[src/rtl/alu_seq_pkg.sv]
// Shared opcode encodings, flag bit positions and FSM state type for alu_seq_core.
// Defining ALU_MUL_EN adds the MUL opcode and extends the opcode sequence to nine entries.
package alu_seq_pkg;

    localparam logic [3:0] OP_ADD = 4'd0;
    localparam logic [3:0] OP_SUB = 4'd1;
    localparam logic [3:0] OP_AND = 4'd2;
    localparam logic [3:0] OP_OR  = 4'd3;
    localparam logic [3:0] OP_XOR = 4'd4;
    localparam logic [3:0] OP_NOT = 4'd5;
    localparam logic [3:0] OP_SHL = 4'd6;
    localparam logic [3:0] OP_SHR = 4'd7;
    localparam logic [3:0] OP_MUL = 4'd8;

`ifdef ALU_MUL_EN
    localparam logic [3:0] NUM_OPS = 4'd9;
`else
    localparam logic [3:0] NUM_OPS = 4'd8;
`endif

    // Bit positions inside flags = {negative, overflow, carry, zero}.
    localparam int FLAG_Z = 0;
    localparam int FLAG_C = 1;
    localparam int FLAG_V = 2;
    localparam int FLAG_N = 3;

    typedef enum logic {
        S_IDLE = 1'b0,
        S_EXEC = 1'b1
    } state_t;

endpackage

[src/rtl/btn_debounce.sv]
// Push-button conditioner: 2-flop synchroniser, stable-level debounce filter and
// rising-edge detect producing a single-cycle press pulse.
module btn_debounce #(
    parameter int DEBOUNCE_CYCLES = 1000
) (
    input  logic clk,
    input  logic reset,
    input  logic button,
    output logic press
);

    logic       sync_1;
    logic       sync_2;
    logic [1:0] fill;
    logic       level;
    logic       level_d;
    logic       armed;

    // NOTE: sequential state uses non-blocking assignments so every flop samples pre-edge values.
    always_ff @(posedge clk or negedge reset) begin
        if (!reset) begin
            sync_1 <= 1'b0;
            sync_2 <= 1'b0;
            fill   <= 2'b00;
        end else begin
            sync_1 <= button;
            sync_2 <= sync_1;
            fill   <= {fill[0], 1'b1};
        end
    end

    generate
        if (DEBOUNCE_CYCLES == 0) begin : g_nofilter
            assign level = sync_2;
        end else begin : g_filter
            localparam int CW = $clog2(DEBOUNCE_CYCLES + 1);
            localparam logic [CW-1:0] CNT_LAST = CW'(DEBOUNCE_CYCLES - 1);
            logic [CW-1:0] cnt;

            always_ff @(posedge clk or negedge reset) begin
                if (!reset) begin
                    cnt   <= '0;
                    level <= 1'b0;
                end else if (sync_2 == level) begin
                    cnt <= '0;
                end else if (cnt == CNT_LAST) begin
                    level <= sync_2;
                    cnt   <= '0;
                end else begin
                    cnt <= cnt + 1'b1;
                end
            end
        end
    endgenerate

    // A press is honoured only once a real low level has passed through the
    // synchroniser, so a button held across reset release must be let go first.
    always_ff @(posedge clk or negedge reset) begin
        if (!reset) begin
            level_d <= 1'b0;
            armed   <= 1'b0;
        end else begin
            level_d <= level;
            if (fill[1] && !sync_2) begin
                armed <= 1'b1;
            end
        end
    end

    assign press = armed && level && !level_d;

endmodule

[src/rtl/alu_seq_core.sv]
// Button-sequenced ALU: each debounced press executes the current opcode on latched operands.
// Optional feature macro ALU_MUL_EN adds opcode 8 (MUL) and a WIDTH x WIDTH multiplier.
module alu_seq_core
    import alu_seq_pkg::*;
#(
    parameter int WIDTH           = 8,
    parameter int DEBOUNCE_CYCLES = 1000
) (
    input  logic             clk,
    input  logic             reset,
    input  logic             button,
    input  logic [WIDTH-1:0] number_1,
    input  logic [WIDTH-1:0] number_2,
    output logic [WIDTH-1:0] answer,
    output logic [3:0]       opcode,
    output logic [3:0]       flags,
    output logic             valid
);

    localparam int SHW = $clog2(WIDTH);

    state_t           state;
    state_t           state_next;
    logic             press;
    logic             latch_en;
    logic             exec_en;
    logic [WIDTH-1:0] op_a;
    logic [WIDTH-1:0] op_b;
    logic [3:0]       op_sel;
    logic [WIDTH-1:0] result;
    logic [3:0]       result_flags;
    logic             carry;
    logic             ovf;
    logic [WIDTH:0]   sum_ext;
    logic [WIDTH:0]   diff_ext;

    btn_debounce #(
        .DEBOUNCE_CYCLES(DEBOUNCE_CYCLES)
    ) u_btn (
        .clk    (clk),
        .reset  (reset),
        .button (button),
        .press  (press)
    );

    always_ff @(posedge clk or negedge reset) begin
        if (!reset) begin
            state <= S_IDLE;
        end else begin
            state <= state_next;
        end
    end

    // Presses arriving during EXEC are dropped rather than queued.
    always_comb begin
        state_next = state;
        case (state)
            S_IDLE:  if (press) state_next = S_EXEC;
            S_EXEC:  state_next = S_IDLE;
            default: state_next = S_IDLE;
        endcase
    end

    always_comb begin
        latch_en = (state == S_IDLE) && press;
        exec_en  = (state == S_EXEC);
    end

    // Bit WIDTH of the difference is the unsigned borrow.
    assign sum_ext  = {1'b0, op_a} + {1'b0, op_b};
    assign diff_ext = {1'b0, op_a} - {1'b0, op_b};

`ifdef ALU_MUL_EN
    logic [2*WIDTH-1:0] product;
    assign product = op_a * op_b;
`endif

    // NOTE: every combinational output gets a default first so no path infers a latch.
    always_comb begin
        result = '0;
        carry  = 1'b0;
        ovf    = 1'b0;
        case (op_sel)
            OP_ADD: begin
                result = sum_ext[WIDTH-1:0];
                carry  = sum_ext[WIDTH];
                ovf    = (op_a[WIDTH-1] == op_b[WIDTH-1]) && (result[WIDTH-1] != op_a[WIDTH-1]);
            end
            OP_SUB: begin
                result = diff_ext[WIDTH-1:0];
                carry  = diff_ext[WIDTH];
                ovf    = (op_a[WIDTH-1] != op_b[WIDTH-1]) && (result[WIDTH-1] != op_a[WIDTH-1]);
            end
            OP_AND: result = op_a & op_b;
            OP_OR:  result = op_a | op_b;
            OP_XOR: result = op_a ^ op_b;
            OP_NOT: result = ~op_a;
            OP_SHL: result = op_a << op_b[SHW-1:0];
            OP_SHR: result = op_a >> op_b[SHW-1:0];
`ifdef ALU_MUL_EN
            OP_MUL: begin
                result = product[WIDTH-1:0];
                carry  = |product[2*WIDTH-1:WIDTH];
            end
`endif
            default: ;
        endcase
        result_flags         = '0;
        result_flags[FLAG_Z] = (result == '0);
        result_flags[FLAG_C] = carry;
        result_flags[FLAG_V] = ovf;
        result_flags[FLAG_N] = result[WIDTH-1];
    end

    always_ff @(posedge clk or negedge reset) begin
        if (!reset) begin
            op_a   <= '0;
            op_b   <= '0;
            op_sel <= OP_ADD;
            opcode <= OP_ADD;
            answer <= '0;
            flags  <= '0;
            valid  <= 1'b0;
        end else begin
            valid <= exec_en;
            if (latch_en) begin
                op_a   <= number_1;
                op_b   <= number_2;
                op_sel <= opcode;
                opcode <= (opcode == NUM_OPS - 4'd1) ? OP_ADD : opcode + 4'd1;
            end
            if (exec_en) begin
                answer <= result;
                flags  <= result_flags;
            end
        end
    end

endmodule
[config.mk]
export PLATFORM = sky130hd
export DESIGN_NAME = alu_seq_core
export DESIGN_NICKNAME = d
export VERILOG_FILES = /design/src/rtl/alu_seq_pkg.sv /design/src/rtl/btn_debounce.sv /design/src/rtl/alu_seq_core.sv
export SDC_FILE = /design/constraint.sdc
export NUM_CORES = 1
export LEC_CHECK = 0
export ABC_AREA = 1
export CORE_MARGIN = 2
export CORE_UTILIZATION = 40
export DETAILED_ROUTE_END_ITERATION = 10
export PLACE_DENSITY = 0.57
export SLEW_MARGIN = 20
export SYNTH_ARGS = -nofsm -noshare
export SYNTH_HDL_FRONTEND = slang
export SYNTH_HIERARCHICAL = 1
export SYNTH_SLANG_ARGS = --single-unit
[constraint.sdc]
create_clock -name clk -period 2.56 [get_ports clk]
set_input_delay 0.768 -clock clk [delete_from_list [all_inputs] [get_ports clk]]
set_output_delay 0.768 -clock clk [all_outputs]
set_load 0.03 [all_outputs]
==> results of run 1 <==
==> metrics by stage <==
stage                     instances  utilization
after global placement          752        0.465
after global routing            760        0.478
final                           760        0.478
after detailed placement        752        0.465
after CTS                       760        0.478
after floorplan                 594            -
==> cell usage after synthesis, drive strengths merged <==
master,n,share of area
nor4,2,0.0031
nand3b,7,0.013
xnor2,2,0.0043
nor3,2,0.0025
a21o,2,0.0037
xor2,4,0.010
nor3b,1,0.0031
conb,1,0.00092
nand4,3,0.0046
a31oi,5,0.0077
nand2,187,0.18
nand3,93,0.12
dfrtp,54,0.33
or2,2,0.0031
o21bai,1,0.0018
nor2,71,0.078
o21ai,29,0.036
clkbuf,5,0.0049
inv,65,0.060
o31ai,1,0.0018
ha,28,0.086
a21oi,13,0.016
buf,14,0.024
fa,2,0.0098
==> registers in the layout, indices dropped and copies added, names as in the netlist, 2 cells and up <==
register	count
opcode	4
u_btn/g_filter.cnt	10
op_sel	4
flags	3
answer	8
op_b	8
u_btn/fill	2
op_a	8
==> per-layer routing <==
metal	part of all wire	global-route usage	wire, um	vias up
met5	0	0	0	-
met4	0.030	0.0762	325	0
met3	0.062	0.0331	659	29
met2	0.45	0.322	4830	143
met1	0.46	0.272	4900	1752
li1	-	-	-	1956
==> how the worst min path moves through the flow <==
stage                    end  slack (ps)  depth (start not counted)
2_1_floorplan  u_btn/fill[1]         330                          0
3_5_place_dp    u_btn/sync_2         340                          0
3_3_place_gp    u_btn/sync_2         330                          0
6_report        u_btn/sync_2         360                          0
4_1_cts         u_btn/sync_2         360                          0
5_1_grt        u_btn/fill[1]         370                          0
==> power by group through the flow <==
stage	clock network (mW)	logic [mW]	registers, mW
floorplan	0	0.0101	0.879
global placement	0	0.0599	0.880
detailed placement	0	0.0602	0.880
CTS	0.649	0.0604	0.863
global route	0.679	0.0660	0.864
finish	0.633	0.0579	0.863
==> cell families after synthesis <==
logic type	Yosys count	synth area share
AND/OR/NAND/NOR	368	0.402
buffers and inverters	84	0.0889
flip-flops	54	0.331
AO/OA/AOI/OAI	51	0.0665
adder cells (fa/ha/maj)	30	0.0956
XOR/XNOR	6	0.0147
other	1	0.000919
==> cell type report <==
| cell class | instances | area, um^2 | area share |
|---|---|---|---|
| inverters | 65 | 244 | 0.0520 |
| flip-flops and latches | 54 | 1350 | 0.288 |
| well taps | 133 | 166 | 0.0355 |
| multi-input cells | 456 | 2370 | 0.505 |
| clock inverters | 2 | 38.8 | 0.00827 |
| clock buffers | 6 | 82.6 | 0.0176 |
| repair buffers | 44 | 438 | 0.0934 |
==> run summary, run 1 <==
Setup crit end: flags[0]
most common cell after layout, fill and taps aside: nand2_1
arrival time worst endpoint: 2550 ps
CP startpoint: op_b[0]
Final min period: 2270 ps
Hold Vio Cnt, Final: 0
FF+latch count, synth: 54
Sw Pwr: 0.341 mW
hold crit path type: reg2reg
Peak supply drop: 0.266 mV
Residual DRC: 0
Mapped Cells: 594
die height: 105 um
Antenna Violating Nets Remaining: 0
DR vias/cell: 5.11
Tot Pwr: 1.55 mW
Req. time, crit path: 2840 ps
CP cell instances: ha_1 -> inv_1 -> fa_1 -> inv_1 -> nand2_1 -> nand2_1 -> nand3_1 -> nand3_1 -> nand2_1 -> nor2_1 -> nand2_1 -> nor2_1 -> nand3_1 -> nand2_1
Cell Area, Synth: 4080 um^2
period utilisation layout: 0.888
clock buffer depth: 2
cts repair resizes: 0
cells on worst reg2reg path: 14
GRT Total Usage: 0.201
# Post-CTS Setup Buffers: 0
endpoints failing setup: 0
Distinct cells, synth: 35
Post-DP Area: 4570 um^2
dpl hpwl: 8170 um
Clk Latency, worst-skew pair: 330 ps
Crit path largest cell delay: 570 ps
Lkg Pwr: 2.32 nW
WHS: 356 ps
hold path start: u_btn/sync_1
FILL cells: 1028
critical path's top delay family: simple AND/OR/NAND/NOR gates
initial core utilization: 0.416
I/O pin count: 36
Clock power frac: 0.407
Slew Viols, Final: 0
CTS Sinks: 54
setup_tns: 0 ps
Startpoint Class: flop
Worst Setup End Kind: flop
per-cell routed wire length: 14.1 um
cell mode on critical path: nand2_1
DIE WIDTH: 105 um
fraction of layout cells with a size suffix above 1: 0.0686
WP buf/inv: 2
worst setup margin: 286 ps
Comb pwr share: 0.037
slowest cell on the critical path: dfrtp_1
H-tree Lvls: 2
Mean Syn Cell Area: 6.87 um^2
CTS Hold Bufs: 0
vias in the first global route: 3647
CTS tree: yes
Total Nets Final: 675
num rows: 36
die area: 11000 um^2
CTS buffer count: 5
via count: 3880
internal power: 1.21 mW
r2r setup slk: 290 ps
status: finished clean
Reg power frac: 0.555
core region area: 9820 um^2
number of diodes: 0
Synthesized Nets: 643
CTS clk-pin slew, worst paths: 110 ps
RSZ-0062 raised after global routing: no
layout overhead on the synthesized area: 14.9%
initial antenna violation count: 0
FF-to-FF End: flags[0]
fin area: 4690 um^2
WP depth: 14
Post-Place Worst Slack: 361 ps
Port Buffers: 35
clock skew: 8.40 ps
Worst Path Class, Setup: reg2reg
critical path fanouts, max: 11
FMAX: 0.440 GHz
root buf cell: clkbuf_8
WL final: 10700 um
sequential area share after synthesis: 0.331
residual overflow from global routing: 0
maxcap violations: 0
GP Congestion: 0.919
switch share: 0.220
most frequent cells in the layout: nand2_1, nand3_1, inv_1, nor2_1, dfrtp_1
drt first pass iters: 7
Synth warnings: 6
reg2reg start: op_b[0]
Cell Pwr Density: 331 nW/um^2
Iteration-0 DRC Markers: 297
first-pass GRT wire length: 17800 um
largest net degree at the start of global routing: 55
No activity file was read; power rests on OpenSTA's default activity.
==> inputs of run 2 (changes only) <==
Clock period 2.56 ns to 2.75 ns, I/O delays scaled along.
==> run 2 against run 1 <==
Total power fell by 7.6%. Fmax fell by 5.0%. Combinational power fell by 6.0%. Clock skew rose by 8.7 ps. Non-clock buffer count fell by 5. Critical path depth did not move. Worst setup slack improved by 69 ps. First-iteration DRC count rose by 23%. Core utilization fell by 0.55 points. Sequential share of layout area rose by 0.33 points. Via count fell by 0.41%. Global-route usage rose by 0.30 points. Largest cell class unchanged.
==> run summary, run 2 (same netlist as run 1, synthesis figures left out) <==
status: finished clean
CTS clk-pin slew, worst paths: 120 ps (about the same)
hold crit path type: reg2reg
Residual DRC: 0 (unchanged)
Hold Vio Cnt, Final: 0 (unchanged)
die area: 11000 um^2 (unchanged)
Final min period: 2390 ps (+121 ps)
Slew Viols, Final: 0 (unchanged)
cts repair resizes: 0 (unchanged)
most frequent cells in the layout: nand2_1, nand3_1, inv_1, nor2_1, dfrtp_1
initial core utilization: 0.416 (unchanged)
Worst slew margin: 0.578
WL final: 10900 um (+1.7%)
Total Nets Final: 670 (-0.74%)
CTS Hold Bufs: 0 (unchanged)
I/O pin count: 36 (unchanged)
arrival time worst endpoint: 2670 ps (+120 ps)
Antenna Violating Nets Remaining: 0 (unchanged)
Worst Path Class, Setup: reg2reg
Req. time, crit path: 3020 ps (+180 ps)
num rows: 36 (unchanged)
dpl hpwl: 8450 um (+3.5%)
die height: 105 um (unchanged)
Cell Pwr Density: 310 nW/um^2 (-6.5%)
number of diodes: 0 (unchanged)
clock buffer depth: 2 (unchanged)
RSZ-0062 raised after global routing: no
CTS buffer count: 5 (unchanged)
vias in the first global route: 3589 (-1.6%)
per-cell routed wire length: 14.4 um (+2.3%)
Peak supply drop: 0.170 mV (-36%)
via count: 3864 (-0.41%)
# Post-CTS Setup Buffers: 0 (unchanged)
DIE WIDTH: 105 um (unchanged)
largest reg by FF count: u_btn/g_filter.cnt
Post-Place Worst Slack: 392 ps (+30.9 ps)
Startpoint Class: flop
Clk Latency, worst-skew pair: 330 ps (about the same)
Worst Max-Slew Pin Slew: 633 ps
GRT Total Usage: 0.204 (+0.00301)
residual overflow from global routing: 0 (unchanged)
CTS tree: yes
most common cell after layout, fill and taps aside: nand2_1
Iteration-0 DRC Markers: 366 (+23%)
DR vias/cell: 5.12 (+0.25%)
Port Buffers: 35 (unchanged)
period utilisation layout: 0.871 (-0.0176)
clock skew: 17.1 ps (+8.67 ps)
layout overhead on the synthesized area: 13.5%
setup_tns: 0 ps (unchanged)
Worst Setup End Kind: flop
GP Congestion: 0.940 (+2.3%)
drt first pass iters: 7 (unchanged)
first-pass GRT wire length: 17900 um (+0.74%)
CTS Sinks: 54 (unchanged)
worst setup margin: 355 ps (+69.5 ps)
core region area: 9820 um^2 (unchanged)
critical path fanouts, max: 11 (unchanged)
maxcap violations: 0 (unchanged)
fraction of layout cells with a size suffix above 1: 0.0611 (-0.00749)
FMAX: 0.418 GHz (-5.0%)
largest net degree at the start of global routing: 30 (-45%)
initial antenna violation count: 0 (unchanged)
Lkg Pwr: 2.30 nW (-1.2%)
root buf cell: clkbuf_8
max reg flops: 10 (unchanged)
H-tree Lvls: 2 (unchanged)
endpoints failing setup: 0 (unchanged)
[run 2: changes by cell type in the layout (fill, tap and decap cells not counted), sizes merged]
cell	change
buf	-5
clkbuf	-1
clkinvlp	+1
[run 2: worst paths after layout]
check                              from            to  slack, ps  cells past startpoint
max                             op_b[0]      flags[0]        360                     14
min reg2reg                u_btn/sync_1  u_btn/sync_2        360                      0
min                        u_btn/sync_1  u_btn/sync_2        360                      0
max in group asynchronous         reset   u_btn/level       1660                      2
max reg2reg                     op_b[0]      flags[0]        360                     14
min in group asynchronous         reset     answer[3]        510                      1
[run 2: critical path, stage by stage, from the launching register on]
cell and delay (ps):
dfrtp_1 640, ha_1 280, inv_1 70, fa_1 380
inv_1 60, nand2_1 60, nand2_1 110, nand3_1 70
nand3_1 90, nand2_1 50, nor2_1 180, nand2_1 80
nor2_1 120, nand3_1 80, nand2_1 70
[run 2: metrics by stage]
stage | instances | hold slack, ps | instance area, um^2 | utilization | total power, mW
4_1_cts | 755 | 365 | 4640 | 0.472 | 1.45
3_3_place_gp | 747 | 333 | 4520 | 0.460 | 0.875
3_5_place_dp | 747 | 340 | 4520 | 0.460 | 0.876
5_1_grt | 755 | 371 | 4640 | 0.472 | 1.49
2_1_floorplan | 594 | 331 | 4080 | - | 0.828
6_report | 755 | 360 | 4640 | 0.472 | 1.44
[run 2: area by class of cell]
class,instances,area (um^2)
Fill cell,1079,5180
Multi-Input combinational cell,456,2370
Inverter,65,244
Clock buffer,5,68.8
Tap cell,133,166
Clock inverter,3,48.8
Timing Repair Buffer,39,388
Sequential cell,54,1350
[run 2: report_power, final]
group / total [mW] / switching (mW) / internal (mW)
combinational: 0.0544 / 0.0258 / 0.0285
clock: 0.578 / 0.300 / 0.278
sequential: 0.803 / 0.00334 / 0.800
total: 1.44 / 0.329 / 1.11
[run 2: layer usage]
metal | vias to the layer above | share of wire | GRT usage
li1 | 1950 | - | -
met1 | 1770 | 0.47 | 0.270
met2 | 122 | 0.46 | 0.345
met3 | 22 | 0.047 | 0.0250
met4 | 0 | 0.025 | 0.0686
met5 | - | 0 | 0
